--- src/rtl/instruction_fetch.sv ---
// rtl/instruction_fetch.sv - PC holder, imem fetch and R/I/J field split with valid/ready output
module instruction_fetch #(
    parameter int          WORD_SIZE = 32,
    parameter logic [31:0] RESET_PC  = 32'h0000_0000
) (
    input  logic                 clk,
    input  logic                 rst_n,
    output logic                 imem_req,
    output logic [WORD_SIZE-1:0] imem_addr,
    input  logic                 imem_ack,
    input  logic [WORD_SIZE-1:0] imem_rdata,
    input  logic                 redirect_valid,
    input  logic [WORD_SIZE-1:0] redirect_pc,
    output logic                 out_valid,
    input  logic                 out_ready,
    output logic [WORD_SIZE-1:0] pc_out,
    output logic [WORD_SIZE-1:0] instr,
    output logic [5:0]           opcode,
    output logic [4:0]           rtype_rs,
    output logic [4:0]           rtype_rt,
    output logic [4:0]           rtype_rd,
    output logic [4:0]           rtype_shamt,
    output logic [5:0]           rtype_funct,
    output logic [4:0]           itype_rs,
    output logic [4:0]           itype_rt,
    output logic [15:0]          itype_immediate,
    output logic [25:0]          jtype_addres
);

    localparam logic [1:0] IDLE    = 2'd0;
    localparam logic [1:0] FETCH   = 2'd1;
    localparam logic [1:0] DISCARD = 2'd2;
    localparam logic [1:0] HOLD    = 2'd3;

    logic [1:0]           state;
    logic [WORD_SIZE-1:0] pc;
    logic [WORD_SIZE-1:0] fetch_addr;
    logic [WORD_SIZE-1:0] target;
    logic [WORD_SIZE-1:0] instr_q;
    logic [WORD_SIZE-1:0] pc_q;
    logic [WORD_SIZE-1:0] redir_aligned;
    logic [WORD_SIZE-1:0] seq_next;
    logic                 unused_redirect_lsbs;

    assign redir_aligned        = {redirect_pc[WORD_SIZE-1:2], 2'b00};
    assign seq_next             = pc_q + 32'd4;
    assign unused_redirect_lsbs = ^redirect_pc[1:0];

    // Fetch control: request stays up from assertion until ack, redirects beat sequential PC
    always_ff @(posedge clk) begin
        if (!rst_n) begin
            state      <= IDLE;
            pc         <= RESET_PC;
            fetch_addr <= '0;
            target     <= '0;
            instr_q    <= '0;
            pc_q       <= '0;
        end else begin
            case (state)
                IDLE: begin
                    state <= FETCH;
                    if (redirect_valid) begin
                        fetch_addr <= redir_aligned;
                        pc         <= redir_aligned;
                    end else begin
                        fetch_addr <= pc;
                    end
                end
                FETCH: begin
                    if (imem_ack) begin
                        if (redirect_valid) begin
                            // Wrong-path word returned: drop it and refetch at the target.
                            fetch_addr <= redir_aligned;
                            pc         <= redir_aligned;
                        end else begin
                            instr_q <= imem_rdata;
                            pc_q    <= fetch_addr;
                            state   <= HOLD;
                        end
                    end else if (redirect_valid) begin
                        // Request cannot be withdrawn; remember target until the ack drains.
                        target <= redir_aligned;
                        state  <= DISCARD;
                    end
                end
                DISCARD: begin
                    if (imem_ack) begin
                        state <= FETCH;
                        if (redirect_valid) begin
                            fetch_addr <= redir_aligned;
                            pc         <= redir_aligned;
                        end else begin
                            fetch_addr <= target;
                            pc         <= target;
                        end
                    end else if (redirect_valid) begin
                        target <= redir_aligned;
                    end
                end
                HOLD: begin
                    if (redirect_valid) begin
                        // Either completes the transfer or drops the held word; both refetch at target.
                        fetch_addr <= redir_aligned;
                        pc         <= redir_aligned;
                        state      <= FETCH;
                    end else if (out_ready) begin
                        fetch_addr <= seq_next;
                        pc         <= seq_next;
                        state      <= FETCH;
                    end
                end
                default: state <= IDLE;
            endcase
        end
    end

    assign imem_req  = (state == FETCH) || (state == DISCARD);
    assign imem_addr = fetch_addr;
    assign out_valid = (state == HOLD);
    assign pc_out    = pc_q;
    assign instr     = instr_q;

    assign opcode          = instr_q[31:26];
    assign rtype_rs        = instr_q[25:21];
    assign rtype_rt        = instr_q[20:16];
    assign rtype_rd        = instr_q[15:11];
    assign rtype_shamt     = instr_q[10:6];
    assign rtype_funct     = instr_q[5:0];
    assign itype_rs        = instr_q[25:21];
    assign itype_rt        = instr_q[20:16];
    assign itype_immediate = instr_q[15:0];
    assign jtype_addres    = instr_q[25:0];

endmodule

--- config.mk ---
export PLATFORM = sky130hd
export DESIGN_NAME = instruction_fetch
export DESIGN_NICKNAME = d
export VERILOG_FILES = /design/src/rtl/instruction_fetch.sv
export SDC_FILE = /design/constraint.sdc
export NUM_CORES = 1
export LEC_CHECK = 0
export CORE_MARGIN = 2
export CORE_UTILIZATION = 30
export CTS_CLUSTER_SIZE = 28
export DETAILED_ROUTE_END_ITERATION = 10
export DONT_BUFFER_PORTS = 1
export PLACE_DENSITY_LB_ADDON = 0.15
export SYNTH_ARGS = -nofsm -noshare
export SYNTH_HDL_FRONTEND = slang
export SYNTH_SLANG_ARGS = --single-unit
--- constraint.sdc ---
create_clock -name clk -period 3.3 [get_ports clk]
set_input_delay 0.66 -clock clk [delete_from_list [all_inputs] [get_ports clk]]
set_output_delay 0.66 -clock clk [all_outputs]
set_load 0.005 [all_outputs]
==> impl_metrics.toml <==
[power_and_ir_drop]
power_density_nw_per_um2 = 570
p_leak_nw = 2.95
irDropWorstVdd_mv = 0.237

[clocking]
cts_resized = 0
cts_tree = "built"
cts-htree-levels = 4
cts_buffers = 17
clkSlewWorstSetupHoldPaths_ps = 70
clock_insertion_delay_worst_skew_ps = 430
clockRootBuffer = "clkbuf_16"
postCtsHoldBufs = 0
cts_buffer_depth = 2
postCtsSetupBuffers = 0
cts.sinks = 162

[placement]
numPortBuffers = 0
dp_hpwl_um = 19100
dp.cells = 1313
place.gp.congestion = 0.754
dpl-instance-area_um2 = 8080

[critical_path]
worst_path_max_delay_cell = "nor2_1"
cp_max_fo = 9
path_common_cell = "inv_1"
critPathKind = "reg -> reg"
path_cells = "inv_1 -> ha_1 -> inv_1 -> o22ai_1 -> a21o_2 -> nor2_1 -> a311oi_1"
cp_top_family = "simple AND/OR/NAND/NOR gates"
crit_buf_inv = 2
rr_startpoint = "state[0]"
worstPathRequired_ps = 3560
arrival_ps = 2830
cp-start-kind = "register"
cp-startpoint = "state[0]"
crit_path_end_kind = "register"
rrSetupSlack_ps = 730
slowest_delay_ps = 830

[timing]
drv_slew = 0
worst_hold_slack_ps = 344
rsz0062_at_grt = "false"
fmax_ghz = 0.389
worst_pin_slew_ps = 1110
min_period_over_period_pct = 77.8
period_minus_slack_ps = 2570
hold_viol = 0
slew_headroom_pct = 26.0
fin_skew_ps = 11.6
tns_ps = 0
setup_violations = 0

[synth]
synth-edff-count = 0
ys_seq_elements = 162
postSynthAreaPerCell_um2 = 7.72
synth_commonest_cells = "257 x nand2_1, 178 x a21oi_1, 162 x dfxtp_1, 84 x buf_4, 62 x clkbuf_1"
synth_seq_area_share_pct = 39.0
syn_inst = 1076
ys_warn_count = 0
synthFlopType = "dfxtp_1"
synth.distinct_cells = 60
syn_area_um2 = 8310
synth_area_leaders = "dfxtp_1 39%, nand2_1 12%, a21oi_1 11%"
netlist.area_leader.share_pct = 39.0
ys_async_sr_fraction_pct = 0
synth_nets = 1150
yosysMostFrequentCell = "nand2_1"
synth_top_area_cell = "dfxtp_1"

[finish]
layout-drive-gt1-share_pct = 8.63
num-fill-cells = 2894
final_nets = 1034
stdcell_count = 1345
syn_to_final_growth_pct = 4.20
design_area_um2 = 8660
n_antenna_cell = 0

[floorplanning]
dieArea_um2 = 29000
core_um2 = 27100
die_h_um = 170
start_util_pct = 30.7
rows = 60
die_width_um = 170
io-pin-count = 251

[hold_path]
min_from = "rst_n"
hold_class = "in -> reg"

[detailed_routing]
drt_first_iter_violations = 549
via_per_inst = 5.33
num_vias = 7165
wl_per_cell_um = 21.2
drc = 0
wl_um = 28500
ant_nets = 0
drt_first_pass_iters = 7

[run_status]
outcome = "completed"

[global_routing]
grt_pass1_wl_um = 42700
grt-ovfl-total = 0
grt.total_usage_pct = 19.4
antenna_found_initial = 0
grt_pass1_vias = 6871
grt_max_degree = 89

[job]
maxCapViolations = 0
## layout make-up
class / count / area (µm²) / share of cell area [%]
well taps: 372 / 465 / 5.37
repair buffers: 32 / 265 / 3.06
inverters: 13 / 51.3 / 0.592
clock buffers: 18 / 429 / 4.96
multi-input cells: 734 / 4060 / 46.9
clock inverters: 14 / 146 / 1.69
flip-flops and latches: 162 / 3240 / 37.5
## state kept, by name (all words and copies together), names as in the netlist
name	cells
imem_addr	32
instr	32
pc	32
pc_out	32
state	2
target	32
## layout by cell type, fill, tap and decap left out, types with 13 or more instances in the layout
master | synthesis | final
xor2_1 | 16 | 16
a222oi_1 | 13 | 13
nor2_1 | 37 | 35
o21ai_0 | 22 | 22
a31oi_1 | 16 | 16
a311oi_1 | 22 | 22
nand2b_1 | 13 | 13
a22oi_1 | 13 | 13
mux2i_1 | 17 | 17
dfxtp_1 | 162 | 162
nand2_1 | 257 | 256
a21oi_1 | 178 | 178
buf_4 | 84 | 30
a211oi_1 | 16 | 16
clkbuf_16 | 0 | 17
## metal layers
layer	GRT usage, %	part of all wire, %	up-vias
met1	23.3	42	3423
li1	-	-	3445
met3	6.37	8.1	16
met4	4.12	1.0	0
met2	33.8	48	281
met5	0	0	-
## through the flow
stage	total power (W)	setup WS (ps)	util, %
6_report	0.00494	731	32.0
5_1_grt	0.00518	437	32.0
4_1_cts	0.00499	737	32.0
3_5_place_dp	0.00297	754	29.8
3_3_place_gp	0.00296	781	29.8
2_1_floorplan	0.00277	1010	-
## path summary, 6_finish.rpt
check	depth (start not counted)	endpoint
setup / recovery	7	imem_addr[26]
hold / removal	1	pc[2]
setup reg to reg	7	imem_addr[26]
hold reg to reg	2	pc[10]
## cell families after synthesis
logic type / synth area share, %
AND/OR/NAND/NOR: 18.8
flip-flops: 39.0
multiplexers: 2.45
AO/OA/AOI/OAI: 23.6
XOR/XNOR: 2.95
buffers and inverters: 12.4
adder cells (fa/ha/maj): 0.753
## power by group
part | total [W] | switching, W | internal (W)
clock | 0.00202 | 0.000948 | 0.00107
combinational | 0.000686 | 0.000439 | 0.000247
sequential | 0.00223 | 0.000150 | 0.00208
Note: power is estimated with default switching activity, not from simulation.
